[src/rtl/mem_port_arbiter_if.sv]
// Requester, response and memory-port bundle for mem_port_arbiter.
// slave: arbiter side; master: requesters plus memory side.
interface mem_port_arbiter_if #(
    parameter int NUM_REQ   = 4,
    parameter int WORD_BITS = 32,
    parameter int ADDR_BITS = 7
);
    localparam int BPW = WORD_BITS / 8;
    localparam int IDW = $clog2(NUM_REQ);

    logic [NUM_REQ-1:0]           req_valid;
    logic [NUM_REQ-1:0]           req_ready;
    logic [NUM_REQ*ADDR_BITS-1:0] req_addr;
    logic [NUM_REQ-1:0]           req_rd;
    logic [NUM_REQ*WORD_BITS-1:0] req_wr_data;
    logic [NUM_REQ*BPW-1:0]       req_wr_en;
    logic [NUM_REQ-1:0]           rsp_valid;
    logic [WORD_BITS-1:0]         rsp_rd_data;
    logic [IDW-1:0]               grant_id;
    logic                         mem_reset;
    logic [ADDR_BITS-1:0]         mem_address;
    logic                         mem_rd_en;
    logic [WORD_BITS-1:0]         mem_wr_data;
    logic [BPW-1:0]               mem_wr_en;
    logic [WORD_BITS-1:0]         mem_rd_data;

    modport slave (
        input  req_valid, req_addr, req_rd,
        input  req_wr_data, req_wr_en,
        input  mem_rd_data,
        output req_ready, rsp_valid, rsp_rd_data,
        output grant_id, mem_reset, mem_address,
        output mem_rd_en, mem_wr_data, mem_wr_en
    );

    modport master (
        output req_valid, req_addr, req_rd,
        output req_wr_data, req_wr_en,
        output mem_rd_data,
        input  req_ready, rsp_valid, rsp_rd_data,
        input  grant_id, mem_reset, mem_address,
        input  mem_rd_en, mem_wr_data, mem_wr_en
    );
endinterface

[src/rtl/mem_port_arbiter.sv]
// Round-robin arbiter sharing one memory port among NUM_REQ requesters.
// Ports: clk, reset_n (async active-low), bus (slave: requests, responses, memory port).
module mem_port_arbiter #(
    parameter int NUM_REQ   = 4,
    parameter int WORD_BITS = 32,
    parameter int ADDR_BITS = 7
) (
    input logic               clk,
    input logic               reset_n,
    mem_port_arbiter_if.slave bus
);
    localparam int BPW = WORD_BITS / 8;
    localparam int IDW = $clog2(NUM_REQ);

    logic [IDW-1:0] r_rr_ptr;
    logic [IDW-1:0] r_grant_id;
    logic           r_pend_valid;
    logic [IDW-1:0] r_pend_id;
    logic           r_mem_reset;

    logic           w_grant;
    logic [IDW-1:0] w_win;
    logic [IDW-1:0] w_idx;

    // Rotating priority scan; first valid at or after rr_ptr wins.
    always_comb begin
        w_grant = 1'b0;
        w_win   = '0;
        w_idx   = '0;
        for (int k = 0; k < NUM_REQ; k++) begin
            w_idx = IDW'((int'(r_rr_ptr) + k) % NUM_REQ);
            if (!w_grant && bus.req_valid[w_idx]) begin
                w_grant = 1'b1;
                w_win   = w_idx;
            end
        end
        // No grants while the memory is still held in reset.
        if (r_mem_reset) begin
            w_grant = 1'b0;
        end
    end

    always_comb begin
        bus.req_ready   = '0;
        bus.mem_address = '0;
        bus.mem_rd_en   = 1'b0;
        bus.mem_wr_data = '0;
        bus.mem_wr_en   = '0;
        if (w_grant) begin
            bus.req_ready   = NUM_REQ'(1) << w_win;
            bus.mem_address = bus.req_addr[w_win*ADDR_BITS +: ADDR_BITS];
            bus.mem_rd_en   = bus.req_rd[w_win];
            bus.mem_wr_data = bus.req_wr_data[w_win*WORD_BITS +: WORD_BITS];
            bus.mem_wr_en   = bus.req_wr_en[w_win*BPW +: BPW];
        end
    end

    always_ff @(posedge clk or negedge reset_n) begin
        if (!reset_n) begin
            r_rr_ptr     <= '0;
            r_grant_id   <= '0;
            r_pend_valid <= 1'b0;
            r_pend_id    <= '0;
            r_mem_reset  <= 1'b1;
        end else begin
            r_mem_reset  <= 1'b0;
            r_pend_valid <= w_grant && bus.req_rd[w_win];
            if (w_grant) begin
                r_rr_ptr   <= IDW'((int'(w_win) + 1) % NUM_REQ);
                r_grant_id <= w_win;
                if (bus.req_rd[w_win]) begin
                    r_pend_id <= w_win;
                end
            end
        end
    end

    // Memory read latency is one cycle, so data is passed straight through.
    assign bus.rsp_valid   = r_pend_valid ? (NUM_REQ'(1) << r_pend_id) : '0;
    assign bus.rsp_rd_data = bus.mem_rd_data;
    assign bus.grant_id    = r_grant_id;
    assign bus.mem_reset   = r_mem_reset;
endmodule

[src/flat_wrapper.sv]
// flat-port wrapper written by rule: the top's interface ports become plain ports
module mem_port_arbiter_flat 
#(
    parameter int NUM_REQ   = 4,
    parameter int WORD_BITS = 32,
    parameter int ADDR_BITS = 7
)
  (clk, reset_n, bus_req_valid, bus_req_addr, bus_req_rd, bus_req_wr_data, bus_req_wr_en, bus_mem_rd_data, bus_req_ready, bus_rsp_valid, bus_rsp_rd_data, bus_grant_id, bus_mem_reset, bus_mem_address, bus_mem_rd_en, bus_mem_wr_data, bus_mem_wr_en);
  mem_port_arbiter_if #(.NUM_REQ(NUM_REQ), .WORD_BITS(WORD_BITS), .ADDR_BITS(ADDR_BITS)) bus_i ();
  input logic clk;
  input logic reset_n;
  input wire logic [$bits(bus_i.req_valid)-1:0] bus_req_valid;
  input wire logic [$bits(bus_i.req_addr)-1:0] bus_req_addr;
  input wire logic [$bits(bus_i.req_rd)-1:0] bus_req_rd;
  input wire logic [$bits(bus_i.req_wr_data)-1:0] bus_req_wr_data;
  input wire logic [$bits(bus_i.req_wr_en)-1:0] bus_req_wr_en;
  input wire logic [$bits(bus_i.mem_rd_data)-1:0] bus_mem_rd_data;
  output wire logic [$bits(bus_i.req_ready)-1:0] bus_req_ready;
  output wire logic [$bits(bus_i.rsp_valid)-1:0] bus_rsp_valid;
  output wire logic [$bits(bus_i.rsp_rd_data)-1:0] bus_rsp_rd_data;
  output wire logic [$bits(bus_i.grant_id)-1:0] bus_grant_id;
  output wire logic [$bits(bus_i.mem_reset)-1:0] bus_mem_reset;
  output wire logic [$bits(bus_i.mem_address)-1:0] bus_mem_address;
  output wire logic [$bits(bus_i.mem_rd_en)-1:0] bus_mem_rd_en;
  output wire logic [$bits(bus_i.mem_wr_data)-1:0] bus_mem_wr_data;
  output wire logic [$bits(bus_i.mem_wr_en)-1:0] bus_mem_wr_en;
  assign bus_i.req_valid = bus_req_valid;
  assign bus_i.req_addr = bus_req_addr;
  assign bus_i.req_rd = bus_req_rd;
  assign bus_i.req_wr_data = bus_req_wr_data;
  assign bus_i.req_wr_en = bus_req_wr_en;
  assign bus_i.mem_rd_data = bus_mem_rd_data;
  assign bus_req_ready = bus_i.req_ready;
  assign bus_rsp_valid = bus_i.rsp_valid;
  assign bus_rsp_rd_data = bus_i.rsp_rd_data;
  assign bus_grant_id = bus_i.grant_id;
  assign bus_mem_reset = bus_i.mem_reset;
  assign bus_mem_address = bus_i.mem_address;
  assign bus_mem_rd_en = bus_i.mem_rd_en;
  assign bus_mem_wr_data = bus_i.mem_wr_data;
  assign bus_mem_wr_en = bus_i.mem_wr_en;
  mem_port_arbiter #(.NUM_REQ(NUM_REQ), .WORD_BITS(WORD_BITS), .ADDR_BITS(ADDR_BITS)) u_core (.clk(clk), .reset_n(reset_n), .bus(bus_i));
endmodule
[config.mk]
export PLATFORM = sky130hd
export DESIGN_NAME = mem_port_arbiter_flat
export DESIGN_NICKNAME = d
export VERILOG_FILES = /design/src/rtl/mem_port_arbiter_if.sv /design/src/rtl/mem_port_arbiter.sv /design/src/flat_wrapper.sv
export SDC_FILE = /design/constraint.sdc
export NUM_CORES = 1
export LEC_CHECK = 0
export BUFFER_PORTS_ARGS = -buffer_cell sky130_fd_sc_hd__buf_4
export CAP_MARGIN = 20
export CORE_AREA = 2 2 117 119
export DETAILED_ROUTE_END_ITERATION = 8
export DIE_AREA = 0 0 119 121
export SYNTH_ARGS = -nofsm -noshare
export SYNTH_HDL_FRONTEND = slang
export SYNTH_SLANG_ARGS = --single-unit
[constraint.sdc]
create_clock -name clk -period 2.75 [get_ports clk]
set_clock_uncertainty 0.05 [all_clocks]
set_input_delay 0.4125 -clock clk [delete_from_list [all_inputs] [get_ports clk]]
set_output_delay 0.4125 -clock clk [all_outputs]
set_load 0.005 [all_outputs]
Word-level counts from Yosys, hierarchy flattened
Index checks and enable logic that the tools add are counted.
{ "totals": {"reg_bits": 8, "latch_bits": 0, "ramBits": 0, "mem_count": 0, "romBits": 0, "inputBits": 214} }
{ "classes": {"n_addsub": 4, "shift": 5, "eq_ne": 0, "n_reduce_logical": 8, "bitwise_logic": 0, "n_lt_le_gt_ge": 5, "div": 0, "muxes": 25, "multipliers": 1} }
{ "op_table": {"columns": ["cell", "n"], "rows": [
  ["indexed part select 128 x 8 -> 32 bit", 1],
  ["2-to-1 mux 32 bit", 1],
  ["indexed part select 28 x 6 -> 7 bit", 1],
  ["indexed part select 16 x 5 -> 4 bit", 1],
  ["< comparator 2 x 3 -> 1 bit, second input constant", 5],
  ["2-to-1 mux 4 bit", 3],
  ["2-to-1 mux 1 bit", 11],
  ["binary-select mux 1 bit (select 2 bit)", 5],
  ["2-to-1 mux 2 bit", 4],
  ["left shift 1 x 2 -> 4 bit, first input constant", 2],
  ["2-to-1 mux 7 bit", 1],
  ["multiplier 2 x 3 -> 5 bit, second input constant", 1],
  ["adder 2 x 1 -> 2 bit, second input constant", 2],
  ["adder 2 bit, second input constant", 2],
  ["logical AND 1 bit", 4],
  ["zero test 1 bit", 3],
  ["AND reduction 2 bit", 1]
]} }

Longest topological paths before layout
{ "logic_depth": {"ltp_word": 15, "depth_mapped": 7} }

Worst setup path before layout
OpenSTA, ideal clock, no wires.
{ "synth_path": {"path_type": "input-to-output", "startpoint": "input port bus_req_valid[1]", "endpoint": "output port bus_mem_wr_data[30]", "arrival_time_ps": 1750, "cell_stages": 6, "path_slack_ps": 537, "n_path_buf": 1, "t_required_ps": 2288, "cell_sequence": "and2b_1 a211oi_2 nor2_8 buf_2 mux2i_1 a211oi_1"} }
{ "synth_via": {"elab_chain_len": 14, "elab_cells_between_ends": 25} }
{ "synth_rtl": {"columns": ["item", "line_no", "text"], "rows": [
  ["start: declaration", "flat_wrapper.sv:12", "input wire logic [$bits(bus_i.req_valid)-1:0] bus_req_valid;"],
  ["binary-select mux 1 bit (select 2 bit)", "mem_port_arbiter.sv:32", "if (!w_grant && bus.req_valid[w_idx]) begin"],
  ["2-to-1 mux 1 bit (implied by the code)", "mem_port_arbiter.sv:32", null],
  ["2-to-1 mux 1 bit", "mem_port_arbiter.sv:32", null],
  ["zero test 1 bit", "mem_port_arbiter.sv:32", null],
  ["logical AND 1 bit", "mem_port_arbiter.sv:32", null],
  ["2-to-1 mux 1 bit", "mem_port_arbiter.sv:32", null],
  ["zero test 1 bit", "mem_port_arbiter.sv:32", null],
  ["logical AND 1 bit", "mem_port_arbiter.sv:32", null],
  ["2-to-1 mux 1 bit", "mem_port_arbiter.sv:32", null],
  ["zero test 1 bit", "mem_port_arbiter.sv:32", null],
  ["logical AND 1 bit", "mem_port_arbiter.sv:32", null],
  ["2-to-1 mux 2 bit / 2-to-1 mux 1 bit (equally long branches)", "mem_port_arbiter.sv:32", null],
  ["indexed part select 128 x 8 -> 32 bit / 2-to-1 mux 1 bit (equally long branches)", "mem_port_arbiter.sv:53, mem_port_arbiter.sv:38", null],
  ["2-to-1 mux 32 bit *", "mem_port_arbiter.sv:49", "if (w_grant) begin"],
  ["end: declaration", "flat_wrapper.sv:25", "output wire logic [$bits(bus_i.mem_wr_data)-1:0] bus_mem_wr_data;"]
]} }
Mark *: on every way between the ends. The rest lies on a longest branch, timed or not. The select of a mux whose other input is x is not followed.

Final worst setup path
{ "layout_path": {"startpoint": "register u_core.r_rr_ptr[1]", "endpoint": "output port bus_mem_wr_data[18]"} }
{ "layout_via": {"elab_chain_len": 14, "elab_cells_between_ends": 28} }
{ "layout_rtl": {"columns": ["item", "line_no", "text"], "rows": [
  ["start: declaration", "mem_port_arbiter.sv:15", "logic [IDW-1:0] r_rr_ptr;"],
  ["start signal: assignment", "mem_port_arbiter.sv:69", "r_rr_ptr <= IDW'((int'(w_win) + 1) % NUM_REQ);"],
  ["parallel branches: the longest is 13 deep, another holds adder 2 x 1 -> 2 bit", null, null],
  ["2-to-1 mux 32 bit *", "mem_port_arbiter.sv:49", null]
]} }
Every way passes the cells marked *. The select of a mux whose other input is x is not followed.

==> impl_summary.log <==
INFO  metric clock_tree.root_cell = clkbuf_16
INFO  metric synthesis.area = 0.00236 mm^2
INFO  metric place_hpwl = 8910 um
INFO  metric min-delay-path-class = flip-flop to flip-flop
INFO  metric die_y = 121 um
INFO  metric syn_inst = 303
INFO  metric grt_setup_unrepaired = true
INFO  metric finalHoldViolations = 0
INFO  metric wl_per_cell = 16.9 um
INFO  metric first_pass_iters = 6
INFO  metric fin_ws = 0.103 ns
INFO  metric cts.sinks = 8
INFO  metric stdcell_count = 685
INFO  metric synth_largest_type_area_fraction = 24.8%
INFO  metric detail_route.vias_per_cell = 4.68
INFO  metric irDropWorstVdd = 212 uV
INFO  metric finish.utilization = 34.2%
INFO  metric num_rows = 42
INFO  metric syn_avg_cell_area = 7.80 um^2
INFO  metric critical_path_type = flip-flop to output port
INFO  metric die_w = 119 um
INFO  metric via_count = 3209
INFO  metric max_cap_violations = 0
INFO  metric cts_inserted_buffers = 3
INFO  metric drv_slew = 0
INFO  metric worstPathMaxFanout = 28
INFO  metric ys_seq_elements = 8
INFO  metric critical_path.cell_chain = buf_4 > nor4_4 > nor2_4 > buf_12 > buf_12 > a211oi_1 > a211oi_1 > buf_4
INFO  metric die_area = 0.0144 mm^2
INFO  metric ys_top_cells_by_area = a211oi_1 25%, mux2i_1 19%, buf_4 12%
INFO  metric grt.overflow.total = 0
INFO  metric clk-insertion-delay-late = 0.23 ns
INFO  metric synthesis.nets = 517
INFO  metric worst_setup_path_start_kind = flip-flop
INFO  metric final_layout_size_suffix_gt1_share = 58.0%
INFO  metric synth_top_area_cell = a211oi_1
INFO  metric antenna_diode_count = 0
INFO  metric critPathSlowestCell = dfrtp_1
INFO  metric critical_path.startpoint = u_core.r_rr_ptr[1]
INFO  metric finalNetCount = 724
INFO  metric grtUsageTotal = 14.7%
INFO  metric post-layout-total-power = 2880 uW
INFO  metric core_region_area = 0.0131 mm^2
INFO  metric p_per_area = 644 mW/mm^2
INFO  metric rr_startpoint = u_core.r_rr_ptr[0]
INFO  metric grt_pass1_wl = 17000 um
INFO  metric route.detailed.drc = 0
INFO  metric required = 2.29 ns
INFO  metric run_status = finished, final reports clean
INFO  metric synth_cell_types = 36
INFO  metric synthesis.yosys.warnings = 0
INFO  metric timing.final.setup_violations = 0
INFO  metric start_util = 18.1%
INFO  metric timing.final.crit_share = 96.3%
INFO  metric pre_cts_slack = -0.0849 ns
INFO  metric clock_tree.htree_level_count = 1
INFO  metric antenna_left = 0
INFO  metric layout-area-overhead-vs-synth = 89.2%
INFO  metric antenna_violations_before_repair = 0
INFO  metric highest_clock_frequency_the_design_can_meet = 0.378 GHz
INFO  metric cts.path.max_buffers = 2
INFO  metric cts_tree = done
INFO  metric leakage = 0.00223 uW
INFO  metric place.port_buffers = 236
INFO  metric place_inst = 673
INFO  metric gp_routability_congestion = 0.824
INFO  metric drt-initial-drc-count = 67
INFO  metric max_stage_delay = 0.42 ns
INFO  metric finalWirelength = 11600 um
INFO  metric finalSetupTns = 0 ns
INFO  metric cp-end-kind = output port
INFO  metric grt_start_max_net_pins = 35
INFO  metric worst_setup_hold_path_clk_slew = 0.04 ns
INFO  metric worstPathArrival = 2.18 ns
INFO  metric layout_min_cycle_time = 2.65 ns
INFO  metric synth.yosys.seq_area_share = 8.53%
INFO  metric number_of_global_route_vias_before_repair = 3240
INFO  metric launch_point_of_the_worst_hold_path = u_core.bus.grant_id[1]
INFO  metric io-pin-count = 301
power by group:
part / total, uW / internal, uW / leakage, uW / switching, uW
Sequential: 205 / 161 / 0.0000935 / 43.8
Clock: 251 / 193 / 0.0000382 / 57.4
Combinational: 2420 / 1250 / 0.00210 / 1170
Total: 2880 / 1600 / 0.00223 / 1270
repair_timing:
action	in CTS	in global routing
cloned	1	0
endpoints found under the setup margin	36	33
pin swaps	2	3
setup buffers	2	4
hold endpoints to repair	7	0
resized for setup	2	9
hold buffers	1	0
worst max-delay path, delay by kind of cell, from the launching register on:
| family | cells | cell delay [ns] |
|---|---|---|
| buf+inv | 4 | 0.69 |
| simple gates | 2 | 0.49 |
| flops | 1 | 0.42 |
| compound gates | 2 | 0.33 |
logic make-up after synthesis:
family | share of synthesized area (%)
XOR/XNOR | 0.371
other | 0.159
multiplexers | 19.1
AND/OR/NAND/NOR | 19.1
flip-flops | 8.53
buffers and inverters | 17.2
AO/OA/AOI/OAI | 35.5
registers in the layout, summed over array words and instances (netlist names):
signal,flops
u_core.r_pend_valid,1
u_core.bus.mem_reset,1
u_core.r_pend_id,2
u_core.r_rr_ptr,2
u_core.bus.grant_id,2
cell usage in the layout, fill, tap and decap left out, types with 2 or more instances in the layout:
cell / instances
and3_1: 43
a21o_1: 2
dfrtp_1: 7
clkbuf_16: 3
nor3b_1: 2
a211oi_2: 16
buf_12: 9
o211ai_1: 2
nor2_4: 2
a211oi_1: 73
nor2_1: 7
inv_1: 3
mux2i_1: 44
buf_4: 254
a21oi_1: 2
o21ai_0: 4
nand2_1: 4
buf_6: 2
nor3_1: 6
nor2b_1: 3
Yosys cell counts (all sizes together):
cell	n
a211oi	89
mux2i	44
and3	43
buf	43
clkbuf	22
nor2	10
dfrtp	7
nor3	6
nand2	5
o21ai	5
a21o	3
inv	3
nor2b	3
a21oi	2
nor3b	2
o211ai	2
a211o	1
and2b	1
conb	1
dfstp	1
mux2	1
nand2b	1
nand3	1
nor4	1
nor4b	1
o21a	1
o21ba	1
o21bai	1
o22a	1
xnor2	1
final timing paths:
| kind | endpoint | depth (start not counted) | slack (ns) |
|---|---|---|---|
| worst max-delay path | bus_mem_wr_data[18] | 8 | 0.10 |
| worst min register to register | u_core.bus.grant_id[1] | 1 | 0.45 |
| worst min-delay path | u_core.bus.grant_id[1] | 1 | 0.45 |
| min in group asynchronous | u_core.r_pend_id[0] | 2 | 0.52 |
| worst max register to register | u_core.r_pend_valid | 7 | 0.84 |
| max in group asynchronous | u_core.bus.mem_reset | 2 | 1.92 |
cell type report:
cell class | count | area [um^2]
Timing Repair Buffer | 266 | 2120
Sequential cell | 8 | 201
Tap cell | 176 | 220
Fill cell | 1343 | 8620
Clock buffer | 4 | 78.8
Inverter | 3 | 11.3
Multi-Input combinational cell | 228 | 1840
metal layers:
layer	track usage (%)	wire, um	up-vias	part of all wire, %
met5	0	0	-	0
met1	16.2	4390	1468	38
met3	2.54	831	20	7.2
li1	-	-	1562	-
met2	29.4	6210	159	54
met4	2.68	144	0	1.2
per-stage QoR:
stage | hold slack [ns] | instance area [um^2]
global placement | 0.183 | 4220
CTS | 0.443 | 4370
detailed placement | 0.186 | 4220
floorplan | 0.0669 | 2360
global route | 0.466 | 4470
finish | 0.447 | 4470
Power figures use the tool's default switching activity.
